===== config.mk =====
export PLATFORM = sky130hd
export DESIGN_NAME = dozator_flat
export DESIGN_NICKNAME = d
export VERILOG_FILES = /design/src/rtl/dozator_if.sv /design/src/rtl/dozator.sv /design/src/flat_wrapper.sv
export SDC_FILE = /design/constraint.sdc
export NUM_CORES = 1
export LEC_CHECK = 0
export CORE_MARGIN = 2
export CORE_UTILIZATION = 47
export CTS_CLUSTER_DIAMETER = 80
export DETAILED_ROUTE_END_ITERATION = 6
export PLACE_DENSITY = 0.72
export SYNTH_ARGS = -nofsm -noshare
export SYNTH_HDL_FRONTEND = slang
export SYNTH_SLANG_ARGS = --single-unit

===== constraint.sdc =====
create_clock -name clk -period 5.1 [get_ports clk]
set_input_delay 0.51 -clock clk [delete_from_list [all_inputs] [get_ports clk]]
set_output_delay 0.51 -clock clk [all_outputs]
set_load 0.01 [all_outputs]

===== src/rtl/dozator_if.sv =====
// -----------------------------------------------------------------------------
// dozator_if
// Selection/message bus between the menu controller and the dispense
// sequencer, plus the sequencer's valve, change and status outputs.
//
// Signals:
//   msg            controller state code (0 Idle ... 8 Activ, 9 Lapte, 10 Zahar)
//   cafea, cioco   drink selection levels
//   lapte, zahar   extra milk / extra sugar selection levels
//   fond           inserted funds, unsigned
//   valva_*        valve drive outputs (at most one high at a time)
//   rest           change amount, only non-zero while rest_valid is high
//   rest_valid     one-cycle change strobe
//   ocupat         dispense sequence in progress
//   gata           one-cycle completion pulse
//   eroare         one-cycle pulse when Activ arrives with no drink selected
//
// Modports:
//   master  controller side (drives selection/message, observes status)
//   slave   sequencer side (dozator)
// -----------------------------------------------------------------------------
interface dozator_if;
    logic [3:0] msg;
    logic       cafea;
    logic       cioco;
    logic       lapte;
    logic       zahar;
    logic [4:0] fond;

    logic       valva_cafea;
    logic       valva_cioco;
    logic       valva_lapte;
    logic       valva_zahar;
    logic [4:0] rest;
    logic       rest_valid;
    logic       ocupat;
    logic       gata;
    logic       eroare;

    modport master (
        output msg, cafea, cioco, lapte, zahar, fond,
        input  valva_cafea, valva_cioco, valva_lapte, valva_zahar,
        input  rest, rest_valid, ocupat, gata, eroare
    );

    modport slave (
        input  msg, cafea, cioco, lapte, zahar, fond,
        output valva_cafea, valva_cioco, valva_lapte, valva_zahar,
        output rest, rest_valid, ocupat, gata, eroare
    );
endinterface


===== src/rtl/dozator.sv =====
// -----------------------------------------------------------------------------
// dozator
// Dispense sequencer for the coffee machine. Collects the order flags while
// idle, starts on the controller's Activ message, then opens the base-drink,
// milk and sugar valves back to back for their configured times, presents
// the change for one cycle and pulses completion.
//
// Ports:
//   clk   system clock, rising edge
//   rst   asynchronous active-high reset; every output drops to 0 at once
//   bus   dozator_if.slave: msg/selection/fond in, valves/rest/status out
//
// Parameters:
//   T_BAZA, T_LAPTE, T_ZAHAR  valve open times in clk cycles (1..255)
//   PRET                      drink price; change = fond - PRET, floored at 0
// -----------------------------------------------------------------------------
module dozator #(
    parameter int T_BAZA  = 8,
    parameter int T_LAPTE = 4,
    parameter int T_ZAHAR = 2,
    parameter int PRET    = 5
) (
    input  logic      clk,
    input  logic      rst,
    dozator_if.slave  bus
);

    typedef enum logic [2:0] {
        ASTEPT,
        BAZA,
        LAPTE,
        ZAHAR,
        REST,
        GATA
    } state_t;

    localparam logic [3:0] MSG_IDLE     = 4'd0;
    localparam logic [3:0] MSG_ACTIV    = 4'd8;
    localparam logic [7:0] T_BAZA_LOAD  = 8'(T_BAZA - 1);
    localparam logic [7:0] T_LAPTE_LOAD = 8'(T_LAPTE - 1);
    localparam logic [7:0] T_ZAHAR_LOAD = 8'(T_ZAHAR - 1);
    localparam logic [4:0] PRET_W       = 5'(PRET);

    state_t     state_q,      state_d;
    logic [7:0] cnt_q,        cnt_d;
    logic       sel_cafea_q,  sel_cafea_d;
    logic       sel_cioco_q,  sel_cioco_d;
    logic       sel_lapte_q,  sel_lapte_d;
    logic       sel_zahar_q,  sel_zahar_d;
    logic       armed_q,      armed_d;
    logic [4:0] rest_reg_q,   rest_reg_d;

    logic       valva_cafea_q, valva_cafea_d;
    logic       valva_cioco_q, valva_cioco_d;
    logic       valva_lapte_q, valva_lapte_d;
    logic       valva_zahar_q, valva_zahar_d;
    logic [4:0] rest_q,        rest_d;
    logic       rest_valid_q,  rest_valid_d;
    logic       ocupat_q,      ocupat_d;
    logic       gata_q,        gata_d;
    logic       eroare_q,      eroare_d;

    // Next-state logic. The order register only listens while idle, and the
    // start decision looks at the order including the flags sampled on the
    // start edge itself, so a drink chosen on the same cycle as Activ counts.
    // armed re-arms on any cycle where msg is not Activ, which limits us to
    // one sequence per entry into Activ even if msg sits at 8 afterwards.
    // Outputs are decoded from the next state so they come straight out of
    // flops and line up with the state they describe.
    always_comb begin
        state_d     = state_q;
        cnt_d       = cnt_q;
        sel_cafea_d = sel_cafea_q;
        sel_cioco_d = sel_cioco_q;
        sel_lapte_d = sel_lapte_q;
        sel_zahar_d = sel_zahar_q;
        armed_d     = (bus.msg != MSG_ACTIV) ? 1'b1 : armed_q;
        rest_reg_d  = rest_reg_q;
        eroare_d    = 1'b0;

        case (state_q)
            ASTEPT: begin
                if (bus.msg == MSG_IDLE) begin
                    sel_cafea_d = 1'b0;
                    sel_cioco_d = 1'b0;
                    sel_lapte_d = 1'b0;
                    sel_zahar_d = 1'b0;
                end else begin
                    sel_cafea_d = sel_cafea_q | bus.cafea;
                    sel_cioco_d = sel_cioco_q | bus.cioco;
                    sel_lapte_d = sel_lapte_q | bus.lapte;
                    sel_zahar_d = sel_zahar_q | bus.zahar;
                end

                if ((bus.msg == MSG_ACTIV) && armed_q) begin
                    armed_d = 1'b0;
                    if (!sel_cafea_d && !sel_cioco_d) begin
                        eroare_d = 1'b1;
                    end else begin
                        state_d    = BAZA;
                        cnt_d      = T_BAZA_LOAD;
                        // Clamp rather than wrap if funds are short.
                        rest_reg_d = (bus.fond >= PRET_W) ? (bus.fond - PRET_W) : 5'd0;
                    end
                end
            end

            BAZA: begin
                if (cnt_q == 8'd0) begin
                    if (sel_lapte_q) begin
                        state_d = LAPTE;
                        cnt_d   = T_LAPTE_LOAD;
                    end else if (sel_zahar_q) begin
                        state_d = ZAHAR;
                        cnt_d   = T_ZAHAR_LOAD;
                    end else begin
                        state_d = REST;
                    end
                end else begin
                    cnt_d = cnt_q - 8'd1;
                end
            end

            LAPTE: begin
                if (cnt_q == 8'd0) begin
                    if (sel_zahar_q) begin
                        state_d = ZAHAR;
                        cnt_d   = T_ZAHAR_LOAD;
                    end else begin
                        state_d = REST;
                    end
                end else begin
                    cnt_d = cnt_q - 8'd1;
                end
            end

            ZAHAR: begin
                if (cnt_q == 8'd0) begin
                    state_d = REST;
                end else begin
                    cnt_d = cnt_q - 8'd1;
                end
            end

            REST: begin
                state_d = GATA;
            end

            GATA: begin
                state_d     = ASTEPT;
                sel_cafea_d = 1'b0;
                sel_cioco_d = 1'b0;
                sel_lapte_d = 1'b0;
                sel_zahar_d = 1'b0;
            end

            default: begin
                state_d = ASTEPT;
            end
        endcase

        // Coffee has priority when both drinks were ordered.
        valva_cafea_d = (state_d == BAZA) && sel_cafea_d;
        valva_cioco_d = (state_d == BAZA) && !sel_cafea_d && sel_cioco_d;
        valva_lapte_d = (state_d == LAPTE);
        valva_zahar_d = (state_d == ZAHAR);
        rest_valid_d  = (state_d == REST);
        rest_d        = rest_valid_d ? rest_reg_d : 5'd0;
        ocupat_d      = (state_d != ASTEPT);
        gata_d        = (state_d == GATA);
    end

    // State, order and output registers. Everything clears asynchronously so
    // an open valve shuts the moment reset is raised.
    always_ff @(posedge clk or posedge rst) begin
        if (rst) begin
            state_q       <= ASTEPT;
            cnt_q         <= 8'd0;
            sel_cafea_q   <= 1'b0;
            sel_cioco_q   <= 1'b0;
            sel_lapte_q   <= 1'b0;
            sel_zahar_q   <= 1'b0;
            armed_q       <= 1'b0;
            rest_reg_q    <= 5'd0;
            valva_cafea_q <= 1'b0;
            valva_cioco_q <= 1'b0;
            valva_lapte_q <= 1'b0;
            valva_zahar_q <= 1'b0;
            rest_q        <= 5'd0;
            rest_valid_q  <= 1'b0;
            ocupat_q      <= 1'b0;
            gata_q        <= 1'b0;
            eroare_q      <= 1'b0;
        end else begin
            state_q       <= state_d;
            cnt_q         <= cnt_d;
            sel_cafea_q   <= sel_cafea_d;
            sel_cioco_q   <= sel_cioco_d;
            sel_lapte_q   <= sel_lapte_d;
            sel_zahar_q   <= sel_zahar_d;
            armed_q       <= armed_d;
            rest_reg_q    <= rest_reg_d;
            valva_cafea_q <= valva_cafea_d;
            valva_cioco_q <= valva_cioco_d;
            valva_lapte_q <= valva_lapte_d;
            valva_zahar_q <= valva_zahar_d;
            rest_q        <= rest_d;
            rest_valid_q  <= rest_valid_d;
            ocupat_q      <= ocupat_d;
            gata_q        <= gata_d;
            eroare_q      <= eroare_d;
        end
    end

    assign bus.valva_cafea = valva_cafea_q;
    assign bus.valva_cioco = valva_cioco_q;
    assign bus.valva_lapte = valva_lapte_q;
    assign bus.valva_zahar = valva_zahar_q;
    assign bus.rest        = rest_q;
    assign bus.rest_valid  = rest_valid_q;
    assign bus.ocupat      = ocupat_q;
    assign bus.gata        = gata_q;
    assign bus.eroare      = eroare_q;

endmodule


===== src/flat_wrapper.sv =====
// flat-port wrapper written by rule: the top's interface ports become plain ports
module dozator_flat 
#(
    parameter int T_BAZA  = 8,
    parameter int T_LAPTE = 4,
    parameter int T_ZAHAR = 2,
    parameter int PRET    = 5
)
  (clk, rst, bus_msg, bus_cafea, bus_cioco, bus_lapte, bus_zahar, bus_fond, bus_valva_cafea, bus_valva_cioco, bus_valva_lapte, bus_valva_zahar, bus_rest, bus_rest_valid, bus_ocupat, bus_gata, bus_eroare);
  dozator_if bus_i ();
  input  logic clk;
  input  logic rst;
  input wire logic [$bits(bus_i.msg)-1:0] bus_msg;
  input wire logic [$bits(bus_i.cafea)-1:0] bus_cafea;
  input wire logic [$bits(bus_i.cioco)-1:0] bus_cioco;
  input wire logic [$bits(bus_i.lapte)-1:0] bus_lapte;
  input wire logic [$bits(bus_i.zahar)-1:0] bus_zahar;
  input wire logic [$bits(bus_i.fond)-1:0] bus_fond;
  output wire logic [$bits(bus_i.valva_cafea)-1:0] bus_valva_cafea;
  output wire logic [$bits(bus_i.valva_cioco)-1:0] bus_valva_cioco;
  output wire logic [$bits(bus_i.valva_lapte)-1:0] bus_valva_lapte;
  output wire logic [$bits(bus_i.valva_zahar)-1:0] bus_valva_zahar;
  output wire logic [$bits(bus_i.rest)-1:0] bus_rest;
  output wire logic [$bits(bus_i.rest_valid)-1:0] bus_rest_valid;
  output wire logic [$bits(bus_i.ocupat)-1:0] bus_ocupat;
  output wire logic [$bits(bus_i.gata)-1:0] bus_gata;
  output wire logic [$bits(bus_i.eroare)-1:0] bus_eroare;
  assign bus_i.msg = bus_msg;
  assign bus_i.cafea = bus_cafea;
  assign bus_i.cioco = bus_cioco;
  assign bus_i.lapte = bus_lapte;
  assign bus_i.zahar = bus_zahar;
  assign bus_i.fond = bus_fond;
  assign bus_valva_cafea = bus_i.valva_cafea;
  assign bus_valva_cioco = bus_i.valva_cioco;
  assign bus_valva_lapte = bus_i.valva_lapte;
  assign bus_valva_zahar = bus_i.valva_zahar;
  assign bus_rest = bus_i.rest;
  assign bus_rest_valid = bus_i.rest_valid;
  assign bus_ocupat = bus_i.ocupat;
  assign bus_gata = bus_i.gata;
  assign bus_eroare = bus_i.eroare;
  dozator #(.T_BAZA(T_BAZA), .T_LAPTE(T_LAPTE), .T_ZAHAR(T_ZAHAR), .PRET(PRET)) u_core (.clk(clk), .rst(rst), .bus(bus_i));
endmodule

Word level (Yosys, flattened, before mapping):

Cells that the tools add are included.

* shifts and indexed selects: 0
* multiplexer cells: 37
* equality and inequality tests: 15
* bitwise gates (word level): 4
* add/sub/neg operators: 2
* $mul: 0
* magnitude comparators: 1
* divide/modulo/power cells: 0
* reduce and logical (&&, ||, !) cells: 15

Operators with widths (count)
* 8-bit 2-to-1 mux: 7
* 8-bit one-hot mux with 4 select lines: 1
* 5-bit 2-to-1 mux: 5
* 3-bit 2-to-1 mux: 7
* 3-bit one-hot mux with 5 select lines: 1
* 3-bit by 2-bit equality test with 1-bit output, second input constant: 4
* 3-bit equality test, second input constant: 4
* 1-bit 2-to-1 mux: 12
* 8-bit zero test: 1
* 1-bit one-hot mux with 2 select lines: 4
* 8-bit by 1-bit subtractor with 8-bit output, second input constant: 1
* 3-bit by 1-bit equality test with 1-bit output, second input constant: 2
* 5-bit by 3-bit >= comparator with 1-bit output, second input constant: 1
* 1-bit logical AND: 5
* 5-bit by 3-bit subtractor with 5-bit output, second input constant: 1
* 4-bit equality test, second input constant: 1
* 4-bit zero test: 1
* 2-bit != test, second input constant: 2
* 4-bit != test, second input constant: 1
* 1-bit OR: 4
* 4-bit AND reduction: 1
* 4-bit nonzero test: 1
* 1-bit zero test: 3
* 3-bit zero test: 1
* other kinds (3): 3

* latch bits: 0
* memory bits (read-only): 0
* bits of input ports: 15
* output and inout bits: 13
* memories: 0
* flip-flop bits (word level): 34
* RAM bits: 0
* logic and storage cells: 91

Depth between registers and ports, before layout:

Gate-level depths: netlist of run 1.

* depth after elaboration: 11
* depth in mapped cells: 6
* gate-level depth less buffers: 6

Worst setup path before layout of run 1:

Ideal clock, no wire load.

* kind: input port to flip-flop
* start point: in bus_msg[1]
* end point: reg u_core.valva_cioco_q, in the netlist u_core.bus.valva_cioco
* arrival: 1.652 ns
* setup time: 0.129 ns
* stages: 5
* required time: 4.971 ns
* setup slack: 3.319 ns
* cell sequence: or4_1 > buf_2 > a32o_1 > o2bb2ai_1 > nor3b_2

* elaborated cells on any way between the ends: 19
* classes of those cells: eq/ne (2); mux (9); reduce/logical (8)

RTL lines
* from (decl): line flat_wrapper.sv:13 `input wire logic [$bits(bus_i.msg)-1:0] bus_msg;`
* 4-bit zero test: line dozator.sv:83 `if (bus.msg == MSG_IDLE) begin`
* 1-bit 2-to-1 mux: line dozator.sv:83
* 1-bit 2-to-1 mux: line dozator.sv:81 `case (state_q)`
* 1-bit one-hot mux with 2 select lines: line dozator.sv:81
* via u_core.sel_cioco_d: line dozator.sv:47 `logic sel_cioco_q, sel_cioco_d;`
* 1-bit logical AND: line dozator.sv:164 `valva_cioco_d = (state_d == BAZA) && !sel_cafea_d && sel_cioco_d;`
* via u_core.valva_cioco_d: line dozator.sv:54 `logic valva_cioco_q, valva_cioco_d;`
* to (signal assigned): line dozator.sv:204 `valva_cioco_q <= valva_cioco_d;`
* to (decl): line dozator.sv:54

The timed path passes the listed nets, and every way through them passes these cells. The select of a mux whose other input is x is not followed.
A chain may end at the register's enable or synchronous reset.

Worst setup path after layout of run 1:

* start point: in bus_msg[1]
* end point: reg u_core.rest_q[4], in the netlist u_core.bus.rest[4]

* word-level cells in the longest chain between the ends: 10
* elaborated cells on any way between the ends: 18
* classes of those cells: eq/ne (2); mux (11); reduce/logical (5)

RTL lines
* 4-bit zero test: line dozator.sv:83
* 1-bit 2-to-1 mux: line dozator.sv:83
* 1-bit 2-to-1 mux: line dozator.sv:81
* 1-bit zero test: line dozator.sv:97 `if (!sel_cafea_d && !sel_cioco_d) begin`
* 1-bit logical AND: line dozator.sv:97
* 3-bit 2-to-1 mux: line dozator.sv:97
* 3-bit 2-to-1 mux: line dozator.sv:95 `if ((bus.msg == MSG_ACTIV) && armed_q) begin`
* 3-bit one-hot mux with 5 select lines: line dozator.sv:81
* 3-bit equality test: line dozator.sv:167 `rest_valid_d = (state_d == REST);`
* 5-bit 2-to-1 mux *: line dozator.sv:168 `rest_d = rest_valid_d ? rest_reg_d : 5'd0;`
* via u_core.rest_d[4]: line dozator.sv:57 `logic [4:0] rest_q, rest_d;`
* to (signal assigned): line dozator.sv:207 `rest_q <= rest_d;`
* to (decl): line dozator.sv:57

The timed path passes the listed nets; every way through them passes the cells marked *. The select of a mux whose other input is x is not followed.

==> results of run 1 <==
## metal layers
metal	routed length, µm	up-vias	global-route usage [%]
met2	2090	57	34.13
met5	0	-	0
met3	210	8	6.081
met1	1955	805	27.25
met4	65	0	11.73
li1	-	759	-
## worst min-delay path, cell delays in order (launching register included)
cell	delay, ns
dfrtp_1	0.33
nand2_1	0.06
nand2_1	0.06
## final cells by class
type                    instances  area (µm²)  share of cell area [%]
clock inverters                 1       5.005                  0.2222
clock buffers                   7       86.33                   3.833
well taps                      48       60.06                   2.667
inverters                      14       52.55                   2.333
multi-input cells             135       919.6                   40.83
flip-flops and latches         34       850.8                   37.78
repair buffers                 28       277.8                   12.33
## report_power, final
part	internal (mW)	switching, mW	total, mW
Combinational	0.0161	0.0149	0.0310
Sequential	0.270	0.000466	0.271
Clock	0.109	0.0941	0.203
## cells by family (layout without fill, tap and decap cells)
logic type	Yosys count	after routing
AND/OR/NAND/NOR	65	65
AO/OA/AOI/OAI	63	63
flip-flops	34	34
buffers and inverters	21	50
adder cells (fa/ha/maj)	4	4
multiplexers	2	2
XOR/XNOR	1	1
## sequential cells by signal (all words and copies together) (netlist names)
name                    count
u_core.sel_cafea_q          1
u_core.bus.rest_valid       1
u_core.bus.valva_cioco      1
u_core.bus.ocupat           1
u_core.armed_q              1
u_core.bus.eroare           1
u_core.bus.valva_lapte      1
u_core.bus.rest             5
u_core.cnt_q                8
u_core.state_q              3
u_core.sel_cioco_q          1
u_core.sel_zahar_q          1
u_core.rest_reg_q           5
u_core.bus.valva_zahar      1
u_core.bus.valva_cafea      1
u_core.sel_lapte_q          1
u_core.bus.gata             1
## stage by stage
step                hold WS (ns)  total power, mW
finish                    0.4789           0.5048
detailed placement        0.4622           0.3072
global placement          0.4487           0.3055
CTS                       0.4769           0.5108
floorplan                 0.4327           0.2893
global route              0.5221           0.5250
## cell usage in the layout (no fill, tap or decap), types with 3 or more instances in the layout
master            n
dfrtp_1          34
clkdlybuf4s50_1  27
nand2_1          19
inv_1            14
a21oi_1          13
nor2_1            9
a31oi_1           7
clkbuf_8          6
nor3_1            5
nor2b_1           5
o21ai_0           5
o211ai_1          5
nand2b_1          4
o2bb2ai_1         4
ha_1              4
o22ai_1           3
o21ai_1           3
## worst paths after layout
check | start | to | slack, ns | cells past startpoint
setup / recovery | bus_msg[1] | u_core.bus.rest[4] | 3.00 | 5
hold / removal | u_core.rest_reg_q[2] | u_core.rest_reg_q[2] | 0.48 | 2
setup reg to reg | u_core.cnt_q[1] | u_core.cnt_q[0] | 3.14 | 6
hold reg to reg | u_core.rest_reg_q[2] | u_core.rest_reg_q[2] | 0.48 | 2
max in group asynchronous | rst | u_core.bus.rest[0] | 4.18 | 3
min in group asynchronous | rst | u_core.cnt_q[2] | 0.61 | 3
==> reports/results.ini, run 1 <==
[status]
run_status = completed

[sta]
hold_viol = 0
finalClockSkew_ns = 0.005417
tns_ns = 0
worstMarginPinSlew_ns = 0.5420
drv_slew = 0
fmax_ghz = 0.4757
fin_crit_ns = 2.102
setup_slack_ns = 2.998
rsz0062_at_grt = no
post-route-period-util_pct = 41.22
setup_viol = 0
maxSlewHeadroom_pct = 63.79

[drt]
ant_nets = 0
routedWlPerCell_um = 16.19
drc = 0
first_iter_violations = 112
routed_wl_mm = 4.322
num_vias = 1629
firstDrtPassIters = 4
routed_via_density = 6.101

[power]
leakagePower_nw = 0.9744
ir_worst_vdd_mv = 0.1188
power-per-cell-area_nw_per_um2 = 224.2

[critical_path]
crit_path_top_delay_cell = nor4b_2
cp.required_ns = 5.30
crit_path_max_fanout = 8
worstPathCellList = clkdlybuf4s50_1, nor4b_2, and4_1, o211ai_1, a21oi_1
critPathArrivalTime_ns = 2.31
crit_family = simple AND/OR/NAND/NOR gates
slowest_delay_ns = 0.53
worst-path-buf-inv = 1
crit_path_start_kind = primary input
crit_type = primary input to flip-flop
endpoint_kind = flip-flop

[finish]
final_area_um2 = 2252
drive_above_1_share_pct = 10.05
num_antenna_cells = 0
nets = 237
finish.utilization_pct = 60.61
area_delta_synth_final_pct = 21.54
n_fill_cell = 320
final_cell_count_no_fill = 267

[placed_design]
dp_hpwl_mm = 3.017
placedCellCount = 259
placed_area_um2 = 2161
preCtsSetupSlack_ns = 2.748
gp_congestion = 0.8223
port_buffers = 27

[clock_network]
cts_resized = 0
cts_tree = yes
root_buffer = clkbuf_8
htreeDepth = 2
cts.path.max_buffers = 2
clock_sinks = 34
hold_buffers = 0
clk_pin_slew_ns = 0.06
cts_inserted_buffers = 5
clock_latency_ns = 0.29
postCtsSetupBuffers = 0

[grt]
grt_pass1_vias = 1551
antenna_found_initial = 0
grt.overflow.total = 0
grt_pass1_wl_mm = 7.155
groute.usage.overall_pct = 21.82
grt_max_degree = 35

[die]
num_rows = 22
ioPinCount = 28
start_util_pct = 49.87
die_w_um = 66.79
die_h_um = 66.79
die_area_um2 = 4461
core-area_um2 = 3716

[run]
drv_cap = 0

[synth]
synth_nets = 209
ys_types = 55
syn_area_per_cell_um2 = 9.753
yosys.area.top_type = dfrtp_1
synth_warnings = 0
synth-compound-area-share_pct = 24.04
ys_seq_area_share_pct = 45.91
syn_inst = 190
synth_fa_ha_area_share_pct = 2.701
synth.area.mux_share_pct = 1.148
ys_seq_elements = 34
yosys.area_share.simple_pct = 21.27
synth_area_leaders = dfrtp_1, nand2_1, a21oi_1, inv_1, ha_1
ys.flop_type = dfrtp_1
synth_xor_area_share_pct = 0.4727
synth.cell_area_um2 = 1853
ys_async_sr_fraction_pct = 100.0
yosysTopAreaCellShare_pct = 45.91
synth_common_cells = dfrtp_1, nand2_1, inv_1, a21oi_1, nor2_1
yosysMostFrequentCell = dfrtp_1
synth-edff-count = 0
synth_top_family_by_area = compound AO/OA/AOI/OAI gates

[min_path]
min_path_type = flip-flop to flip-flop

(Power assumes the default switching activity.)
==> run 2, diff against run 1 <==
Clock period 5.1 ns to 2.1 ns, I/O delays scaled along.
==> run 2 against run 1 <==
Against the previous run: wire length shrank 3.8%; die area did not move; flip-flop and latch count unchanged; hold slack worse by 0.17 ns; utilization is 1.5 points higher; clock power rose to 2.8 times the previous value.
==> reports/results.ini, run 2 (synthesis results as in run 1) <==
[status]
run_status = completed

[die]
start_util_pct = 49.87  ; unchanged
die_area_um2 = 4461  ; unchanged
die_h_um = 66.79  ; unchanged
die_w_um = 66.79  ; unchanged
ioPinCount = 28  ; unchanged
num_rows = 22  ; unchanged
core-area_um2 = 3716  ; unchanged

[critical_path]
worst-path-buf-inv = 1  ; unchanged
cp.required_ns = 2.27  ; -3.03 ns
critPathArrivalTime_ns = 2.05  ; -0.26 ns
endpoint_kind = flip-flop
crit_path_top_delay_cell = or3b_2
crit_start = u_core.cnt_q[0]
slowest_delay_ns = 0.53  ; about the same
crit_path_max_fanout = 4  ; -4
worstPathCellList = inv_1, ha_1, or3b_2, nor2_4, a21oi_1, mux2_2
crit_type = flip-flop to flip-flop
reg2reg_from = u_core.cnt_q[0]
crit_path_start_kind = flip-flop
crit_family = simple AND/OR/NAND/NOR gates

[placed_design]
port_buffers = 27  ; unchanged
preCtsSetupSlack_ns = 0.06227  ; -2.685 ns
gp_congestion = 0.8621  ; +4.8%
dp_hpwl_mm = 3.075  ; +1.9%

[grt]
use_met3_pct = 5.743  ; -0.34 points
antenna_found_initial = 0  ; unchanged
grt_pass1_vias = 1541  ; -0.64%
grt_max_degree = 35  ; unchanged
grt.overflow.total = 0  ; unchanged
use_met2_pct = 35.50  ; +1.4 points
grt_util_met1_pct = 25.90  ; -1.4 points
grt-busiest-layer = met2
grt_pass1_wl_mm = 7.003  ; -2.1%
groute.usage.overall_pct = 20.97  ; -0.85 points

[power]
power-per-cell-area_nw_per_um2 = 560.3  ; +150%
ir_worst_vdd_mv = 0.5062  ; +330%
leakagePower_nw = 1.010  ; +3.6%

[clock_network]
postCtsSetupBuffers = 0  ; unchanged
clock_sinks = 34  ; unchanged
cts.path.max_buffers = 2  ; unchanged
root_buffer = clkbuf_8
htreeDepth = 2  ; unchanged
clock_latency_ns = 0.28  ; about the same
cts_resized = 0  ; unchanged
cts_inserted_buffers = 5  ; unchanged
cts_tree = yes
clk_pin_slew_ns = 0.07  ; about the same
hold_buffers = 0  ; unchanged

[sta]
post-route-period-util_pct = 89.71
finalClockSkew_ns = 0.005189  ; -0.0002284 ns
rsz0062_at_grt = no
fin_crit_ns = 1.884
tns_ns = 0  ; unchanged
drv_slew = 0  ; unchanged
maxSlewHeadroom_pct = 63.62  ; -0.17 points
worstMarginPinSlew_ns = 0.5445  ; +0.002580 ns
hold_viol = 0  ; unchanged
setup_slack_ns = 0.2160  ; -2.782 ns
setup_viol = 0  ; unchanged
fmax_ghz = 0.5308

[drt]
num_vias = 1585  ; -2.7%
first_iter_violations = 145  ; +29%
ant_nets = 0  ; unchanged
routedWlPerCell_um = 15.28  ; -5.6%
routed_wl_mm = 4.157  ; -3.8%
firstDrtPassIters = 4  ; unchanged
drc = 0  ; unchanged
routed_via_density = 5.827  ; -4.5%

[finish]
largest_register_ffs = 8  ; unchanged
top_register = u_core.cnt_q
layout_commonest_cell = dfrtp_1
layout_common_cells = dfrtp_1, clkdlybuf4s50_1, nand2_1
regArea_um2 = 850.8  ; unchanged
area_delta_synth_final_pct = 24.58
n_fill_cell = 313  ; -2.2%
multi_input_area_um2 = 919.6  ; unchanged
num_antenna_cells = 0  ; unchanged
drive_above_1_share_pct = 12.50  ; +2.5 points
nets = 242  ; +2.1%

[min_path]
min_path_type = primary input to asynchronous set/reset pin

[run]
drv_cap = 0  ; unchanged

==> run 2: cell count changes in the layout (fill, tap and decap cells not counted), sizes merged <==
cell and delta:
buf +5, clkinv -1, clkbuf +1
==> run 2: worst paths after layout <==
path,slack (ns),depth (start not counted),to
setup / recovery,0.22,6,u_core.cnt_q[0]
hold / removal,0.31,3,u_core.cnt_q[3]
setup reg to reg,0.22,6,u_core.cnt_q[0]
hold reg to reg,0.46,2,u_core.rest_reg_q[2]
max in group asynchronous,1.48,3,u_core.bus.rest[3]
min in group clk,0.46,2,u_core.rest_reg_q[2]
==> run 2: stage by stage <==
| step | power (mW) | utilization [%] | std cells | cell area, µm² | hold WS, ns |
|---|---|---|---|---|---|
| CTS | 1.309 | 62.12 | 272 | 2308 | 0.3256 |
| global route | 1.344 | 62.12 | 272 | 2308 | 0.3528 |
| floorplan | 0.7026 | - | 190 | 1853 | 0.3516 |
| global placement | 0.7426 | 59.16 | 264 | 2198 | 0.4461 |
| finish | 1.293 | 62.12 | 272 | 2308 | 0.3094 |
| detailed placement | 0.7471 | 59.16 | 264 | 2198 | 0.4533 |
==> run 2: area by class of cell <==
class                           instances  area share, %
Tap cell                               48          2.602
Multi-Input combinational cell        135          39.84
Sequential cell                        34          36.86
Inverter                               14          2.276
Timing Repair Buffer                   33          13.66
Clock buffer                            8          4.770
==> run 2: power by group <==
| part | internal [mW] | switching (mW) | leakage [nW] | total, mW |
|---|---|---|---|---|
| Sequential | 0.657 | 0.00117 | 0.419 | 0.658 |
| Combinational | 0.0395 | 0.0360 | 0.533 | 0.0754 |
| Clock | 0.331 | 0.229 | 0.0575 | 0.560 |
==> run 2: metal layers <==
metal	vias up	routed length [µm]
li1	773	-
met2	57	2075
met1	745	1812
met3	10	230
met4	0	39
met5	-	0
==> run 2: tightest hold or removal path, stage by stage <==
cell and delay, ns:
clkdlybuf4s50_1 0.39, inv_1 0.05, buf_4 0.37
==> run 3, diff against run 2 <==
Settings changed: CTS_CLUSTER_DIAMETER 80 to default.
==> results of run 3 <==
Final layout, timing and power as in run 2 (identical DEF).
